$ cat src/rtl/sram_pkg.sv
// Shared types and defaults for the SRAM arbiter: FSM states, requester IDs
// and the default timing/width constants.
package sram_pkg;

  localparam int unsigned WAIT_CYCLES_DEF = 2;
  localparam int unsigned ADDR_W_DEF      = 20;
  localparam int unsigned DATA_W          = 16;
  localparam int unsigned CNT_W           = 4;

  typedef enum logic [1:0] {
    IDLE   = 2'd0,
    ACCESS = 2'd1,
    DONE   = 2'd2
  } state_e;

  typedef enum logic {
    CPU = 1'b0,
    LDR = 1'b1
  } port_e;

  // Round-robin pick: on a tie the port not served last wins.
  function automatic port_e rr_pick(input logic cpu_req, input logic ldr_req,
                                    input port_e last);
    if (cpu_req && ldr_req) return (last == CPU) ? LDR : CPU;
    return cpu_req ? CPU : LDR;
  endfunction

endpackage

$ cat src/rtl/sram_arbiter.sv
// Two-port (CPU / program loader) arbiter for an asynchronous 16-bit SRAM.
// Each transfer: one IDLE grant cycle, WAIT_CYCLES strobe cycles, one DONE cycle.
module sram_arbiter
  import sram_pkg::*;
#(
  parameter int unsigned WAIT_CYCLES = WAIT_CYCLES_DEF,
  parameter int unsigned ADDR_W      = ADDR_W_DEF
) (
  input  logic              Clk,
  input  logic              Reset_n,

  input  logic              cpu_req,
  input  logic              cpu_we,
  input  logic [ADDR_W-1:0] cpu_addr,
  input  logic [DATA_W-1:0] cpu_wdata,
  output logic              cpu_rdy,
  output logic [DATA_W-1:0] cpu_rdata,

  input  logic              ldr_req,
  input  logic              ldr_we,
  input  logic [ADDR_W-1:0] ldr_addr,
  input  logic [DATA_W-1:0] ldr_wdata,
  output logic              ldr_rdy,
  output logic [DATA_W-1:0] ldr_rdata,

  output logic              CE_N,
  output logic              OE_N,
  output logic              WE_N,
  output logic              UB_N,
  output logic              LB_N,
  output logic [ADDR_W-1:0] ADDR,
  output logic [DATA_W-1:0] Data_to_sram,
  output logic              Data_oe,
  input  logic [DATA_W-1:0] Data_from_sram
);

  localparam logic [CNT_W-1:0] CNT_LOAD = CNT_W'(WAIT_CYCLES - 1);

  state_e              state_q, state_d;
  logic [CNT_W-1:0]    cnt_q, cnt_d;
  port_e               gnt_q, gnt_d;
  port_e               last_q, last_d;
  logic                we_q, we_d;
  logic [ADDR_W-1:0]   addr_q, addr_d;
  logic [DATA_W-1:0]   wdata_q, wdata_d;
  logic [DATA_W-1:0]   cpu_rdata_q, cpu_rdata_d;
  logic [DATA_W-1:0]   ldr_rdata_q, ldr_rdata_d;

  port_e               sel;
  logic                busy;
  logic                in_access;

  always_ff @(posedge Clk or negedge Reset_n) begin
    if (!Reset_n) begin
      state_q     <= IDLE;
      cnt_q       <= '0;
      gnt_q       <= CPU;
      last_q      <= LDR;
      we_q        <= 1'b0;
      addr_q      <= '0;
      wdata_q     <= '0;
      cpu_rdata_q <= '0;
      ldr_rdata_q <= '0;
    end else begin
      state_q     <= state_d;
      cnt_q       <= cnt_d;
      gnt_q       <= gnt_d;
      last_q      <= last_d;
      we_q        <= we_d;
      addr_q      <= addr_d;
      wdata_q     <= wdata_d;
      cpu_rdata_q <= cpu_rdata_d;
      ldr_rdata_q <= ldr_rdata_d;
    end
  end

  always_comb begin
    state_d     = state_q;
    cnt_d       = cnt_q;
    gnt_d       = gnt_q;
    last_d      = last_q;
    we_d        = we_q;
    addr_d      = addr_q;
    wdata_d     = wdata_q;
    cpu_rdata_d = cpu_rdata_q;
    ldr_rdata_d = ldr_rdata_q;
    sel         = rr_pick(cpu_req, ldr_req, last_q);

    unique case (state_q)
      IDLE: begin
        if (cpu_req || ldr_req) begin
          gnt_d   = sel;
          last_d  = sel;
          we_d    = (sel == CPU) ? cpu_we    : ldr_we;
          addr_d  = (sel == CPU) ? cpu_addr  : ldr_addr;
          wdata_d = (sel == CPU) ? cpu_wdata : ldr_wdata;
          cnt_d   = CNT_LOAD;
          state_d = ACCESS;
        end
      end
      ACCESS: begin
        // Read data is captured on the final strobe edge, after the full access time.
        if (cnt_q == '0) begin
          state_d = DONE;
          if (!we_q) begin
            if (gnt_q == CPU) cpu_rdata_d = Data_from_sram;
            else              ldr_rdata_d = Data_from_sram;
          end
        end else begin
          cnt_d = cnt_q - CNT_W'(1);
        end
      end
      DONE: begin
        state_d = IDLE;
      end
      default: begin
        state_d = IDLE;
      end
    endcase
  end

  assign busy      = (state_q != IDLE);
  assign in_access = (state_q == ACCESS);

  always_comb begin
    CE_N         = !busy;
    UB_N         = !busy;
    LB_N         = !busy;
    OE_N         = !(in_access && !we_q);
    WE_N         = !(in_access && we_q);
    // Write data stays driven through DONE to cover the SRAM data-hold time.
    Data_oe      = busy && we_q;
    ADDR         = busy ? addr_q : '0;
    Data_to_sram = wdata_q;
    cpu_rdy      = (state_q == DONE) && (gnt_q == CPU);
    ldr_rdy      = (state_q == DONE) && (gnt_q == LDR);
    cpu_rdata    = cpu_rdata_q;
    ldr_rdata    = ldr_rdata_q;
  end

endmodule

$ cat config.mk
export PLATFORM = sky130hd
export DESIGN_NAME = sram_arbiter
export DESIGN_NICKNAME = d
export VERILOG_FILES = /design/src/rtl/sram_pkg.sv /design/src/rtl/sram_arbiter.sv
export SDC_FILE = /design/constraint.sdc
export NUM_CORES = 1
export LEC_CHECK = 0
export CORE_MARGIN = 1
export CORE_UTILIZATION = 55
export CTS_BUF_LIST = sky130_fd_sc_hd__clkbuf_8
export DETAILED_ROUTE_END_ITERATION = 10
export DONT_BUFFER_PORTS = 1
export PLACE_DENSITY = 0.75
export SYNTH_ARGS = -nofsm -noshare
export SYNTH_HDL_FRONTEND = slang
export SYNTH_SLANG_ARGS = --single-unit
$ cat constraint.sdc
create_clock -name Clk -period 2 [get_ports Clk]
set_input_delay 0.6 -clock Clk [delete_from_list [all_inputs] [get_ports Clk]]
set_output_delay 0.6 -clock Clk [all_outputs]
set_load 0.02 [all_outputs]
After elaboration in Yosys (flattened, before gate mapping)
Cells that the tools add are included.

word-level totals
  bits in registers = 77
  output and inout port bits = 76
  word-level logic and storage cells = 52

operators by class
  $add $sub $neg = 1
  eq/ne operators = 5
  mux-type cells = 15
  bitwise operators = 2
  reduce and logical (&&, ||, !) cells = 20

operators with widths
  cell                                                  count
  2-to-1 mux 20 bit                                     2
  2-to-1 mux 16 bit                                     1
  2-to-1 mux 4 bit                                      2
  one-hot mux 4 bit (2 select lines)                    1
  AND reduction 4 bit                                   2
  logical AND 1 bit                                     6
  2-to-1 mux 1 bit                                      6
  zero test 1 bit                                       4
  zero test 4 bit                                       1
  2-to-1 mux 2 bit                                      2
  != test 2 bit (second input constant)                 2
  one-hot mux 2 bit (2 select lines)                    1
  AND reduction 2 bit                                   2
  nonzero test 2 bit                                    2
  subtractor 4 x 1 -> 4 bit (second input constant)     1
  AND reduction 3 bit                                   1
  equality test 2 x 1 -> 1 bit (second input constant)  1
  equality test 2 bit (second input constant)           1
  zero test 2 bit                                       1
  != test 2 x 1 -> 1 bit (second input constant)        1
  inverter 1 bit                                        2
  logical OR 1 bit                                      1

Longest topological paths before layout
  depth after elaboration = 4
  depth in mapped cells = 7
  gate-level depth less buffers = 5

Worst setup path before layout
OpenSTA, ideal clock, no wires.

  kind = reg2out
  start point = register state_q[0]
  end point = output port LB_N
  data arrival time = 1601 ps
  required time = 1400 ps
  slack = -201 ps
  cell stages (with the launch flop) = 6
  path through = dfrtp_1 > or2_2 > clkbuf_1 > inv_1 > clkbuf_1 > buf_4

between the ends
  word-level cells in the longest chain between the ends = 2

RTL lines
  element                 line                 RTL
  start, declared         sram_arbiter.sv:39   state_e state_q, state_d;
  start signal, assigned  sram_arbiter.sv:65   state_q <= state_d;
  nonzero test 2 bit      sram_arbiter.sv:122  assign busy = (state_q != IDLE);
  zero test 1 bit         --
  end, declared           sram_arbiter.sv:30   output logic LB_N,

Every way passes these cells.

Worst setup path in the final report
  start point = register state_q[1]
  end point = output port CE_N

between the ends
  word-level cells in the longest chain between the ends = 2

RTL lines
  element             line                 RTL
  nonzero test 2 bit  sram_arbiter.sv:122
  zero test 1 bit     sram_arbiter.sv:126  CE_N = !busy;
  end, declared       sram_arbiter.sv:26   output logic CE_N,

Every way passes these cells.

==> summary.txt <==
Status
  – Status: finished, violations left
  – Failing checks: hold timing

Final layout
  – Diode count: 0
  – Filler cells: 536
  – Core Util, Final: a little under two thirds
  – Fin area: about 4100 um^2
  – Area grow syn2layout: 10.9%
  – Total Nets Final: between 400 and 500
  – Layout cell share with drive strength beyond 1: 23.4%
  – Fin cells: 428

Global route
  – Global-route usage over all layers: 24.8%
  – Vias in the first global route: about 2.7k
  – Grt ovf: 0
  – Initial antenna violation count: 0
  – Largest net degree at the start of global routing: 78
  – Global-route wire length before repair: 13600 um

Min path
  – Hold crit path type: in -> async

Worst setup path
  – Critical path arrival: 1.38 ns
  – FF-to-FF Start: cnt_q[0]
  – Worst r2r path cells: 6
  – CP Class: reg -> out
  – CP startpoint kind: flop
  – CP endpoint kind: output port
  – CP Data Required Time: between 1 and 1.5 ns
  – Worst r2r dst: cpu_rdata[4]
  – Flop2flop setup slack: approximately 0.10 ns
  – Crit Path Max Fanout: 8

CTS
  – TritonCTS clock tree: built
  – Root Driver: clkbuf_8
  – CTS clk-pin slew, worst paths: 0.08 ns
  – Worst skew pair latency: about 0.35 ns
  – H-tree depth: 3
  – # clock sinks: 77
  – Clock Tree Buf Depth: 2
  – Num CTS Buffers: 9

Timing
  – Worst slew pin tran: 0.713 ns
  – Fin. max-slew vios: 0
  – Post-layout minimum cycle time: 1.98 ns
  – Final hold violations: 76
  – Final clock skew: around 0.011 ns
  – Slew HR: between 50% and 60%
  – WHS: -0.0623 ns
  – Ratio of final minimum period to clock period: 99.1%
  – Unrepaired setup endpoints after global routing: yes
  – Setup TNS: 0 ns
  – Setup Viol. Count Final: 0
  – Max Clock Freq: 0.505 GHz

Placed design
  – I/O Buffers: 0
  – Placement Cell Area: 3710 um^2
  – Detailed Place HPWL: 5400 um
  – Placer Congestion: 0.838
  – Dpl cells: 406

Power
  – Leak Pwr: 1.68 nW
  – Power Density: 1970 nW/um^2
  – Peak supply drop: 1.05 mV

Floorplanning
  – Starting Density: 57.2%
  – Die Span X: approximately 84 um
  – Die Span Y: 83.5 um
  – Core ar.: 6390 um^2
  – Cell Rows: 29
  – IO Pins: 170
  – Die area: 6980 um^2

Detailed routing
  – Routed vias/inst: around 6.4
  – Post-route ant nets: 0
  – DR iter-0 viols: 188
  – # DRC: 0
  – Drt pass-1 iters: 4
  – Post-DR wirelength/cell: 19.8 um
  – Final wirelength: roughly 8500 um
  – Via count: 2755

Flow run
  – # Max-Cap Violations: 0

Synth
  – YS warnings: 0
  – FF+latch count, synth: 77
  – Top cell type's share of synthesized area: 52.0%
  – Synth area leader: dfrtp_1
  – Cell count after synthesis: about 350
  – Syn avg cell area: 10.3 um^2
  – Post-Syn Area: around 3700 um^2
  – Sequential area share after synthesis: 52.7%
  – Post-synth net total: 449
  – Ranking of synthesized cells by area: dfrtp_1 52%, mux2_2 6.8%, a31oi_1 6.3%
  – Synth cell types: 31
## cell usage after synthesis
cell type / count
and3b_1: 1
nor3_1: 2
buf_4: 2
nor3b_1: 1
nor2b_1: 2
inv_1: 4
and2_1: 21
nand2b_1: 4
nor3b_2: 1
mux2_2: 22
nand4b_1: 1
dfrtp_1: 76
nand2_1: 3
mux2i_1: 2
nand3b_1: 2
nor4bb_1: 1
buf_6: 1
a21oi_1: 38
nor2_1: 2
buf_2: 1
mux2_4: 10
dfstp_2: 1
clkbuf_1: 31
nand3_1: 40
ha_1: 1
or4b_1: 1
o211ai_1: 2
or2_2: 2
a31oi_1: 37
o21a_1: 2
o21ai_0: 40
## power by group
group	internal [W]	switching, W	total (W)
Clock	0.000812	0.000562	0.00137
Sequential	0.00236	0.00118	0.00354
Combinational	0.00134	0.00174	0.00308
Total	0.00451	0.00348	0.00799
## sequential cells by signal, summed over array words and instances, names as in the netlist
register	count
Data_to_sram	16
we_q	1
addr_q	20
state_q	2
last_q	1
cpu_rdata	16
cnt_q	4
gnt_q	1
ldr_rdata	16
## worst max-delay path by stage
stage | start | slack, ns | to | cells after the start
final | state_q[1] | 0.02 | CE_N | 3
after global routing | state_q[1] | -0.03 | LB_N | 3
after CTS | state_q[0] | -0.02 | LB_N | 3
after floorplan | state_q[0] | 0.02 | LB_N | 5
after detailed placement | ldr_req | -0.0003 | addr_q[9] | 3
after global placement | ldr_req | 0.04 | addr_q[5] | 3
## critical path, stage by stage, from the launching register on
cell	delay, ns
dfrtp_2	0.46
or2_4	0.33
inv_4	0.08
buf_12	0.15
## metal layers
layer  GRT usage, %  share of wire [%]  vias to the layer above
met4           11.1                2.3                        0
met3           7.02                9.1                       21
li1               -                  -                     1270
met5              0                  0                        -
met2           38.8                 46                      154
met1           32.3                 43                     1310
## repair_timing
item,CTS,global route
buffers inserted,0,3
pin swaps,0,2
cloned,1,2
resized for setup,5,19
setup endpoints to repair,24,40
hold endpoints to repair,76,76
## cell families after synthesis
group                      count (synthesis)  share of synthesized area [%]
adders and majority gates                  1                          0.342
DFF                                       77                           52.7
buffers and inverters                     39                           4.45
muxes                                     34                           11.4
and+or+nand+nor                           84                           13.2
AOI/OAI and AO/OA                        119                           17.8
## cell usage in the layout, fill, tap and decap left out, types with 3 or more instances in the layout
cell type,n
and2_4,7
dfrtp_1,74
a31oi_1,37
nand2_1,3
inv_1,3
mux2_2,22
clkbuf_8,12
mux2_4,10
o21ai_0,40
buf_4,10
a21oi_1,38
nand3_1,40
and2_1,13
or2_4,3
nand2b_1,4
## area by class of cell
| type | instances | area (um^2) | area share (%) |
|---|---|---|---|
| Sequential cell | 77 | 1930 | 47.6 |
| Clock inverter | 4 | 77.6 | 1.91 |
| Multi-Input combinational cell | 240 | 1620 | 39.9 |
| Clock buffer | 12 | 165 | 4.07 |
| Inverter | 4 | 17.5 | 0.432 |
| Timing Repair Buffer | 14 | 151 | 3.73 |
| Tap cell | 77 | 96.3 | 2.38 |
## metrics by stage
stage | setup slack [ns] | total power [W]
final | 0.0189 | 0.00799
after detailed placement | -0.000277 | 0.00632
after global routing | -0.0304 | 0.00849
after CTS | -0.0228 | 0.00776
after floorplan | 0.0201 | 0.00573
after global placement | 0.0412 | 0.00621
Power figures use the tool's default switching activity.
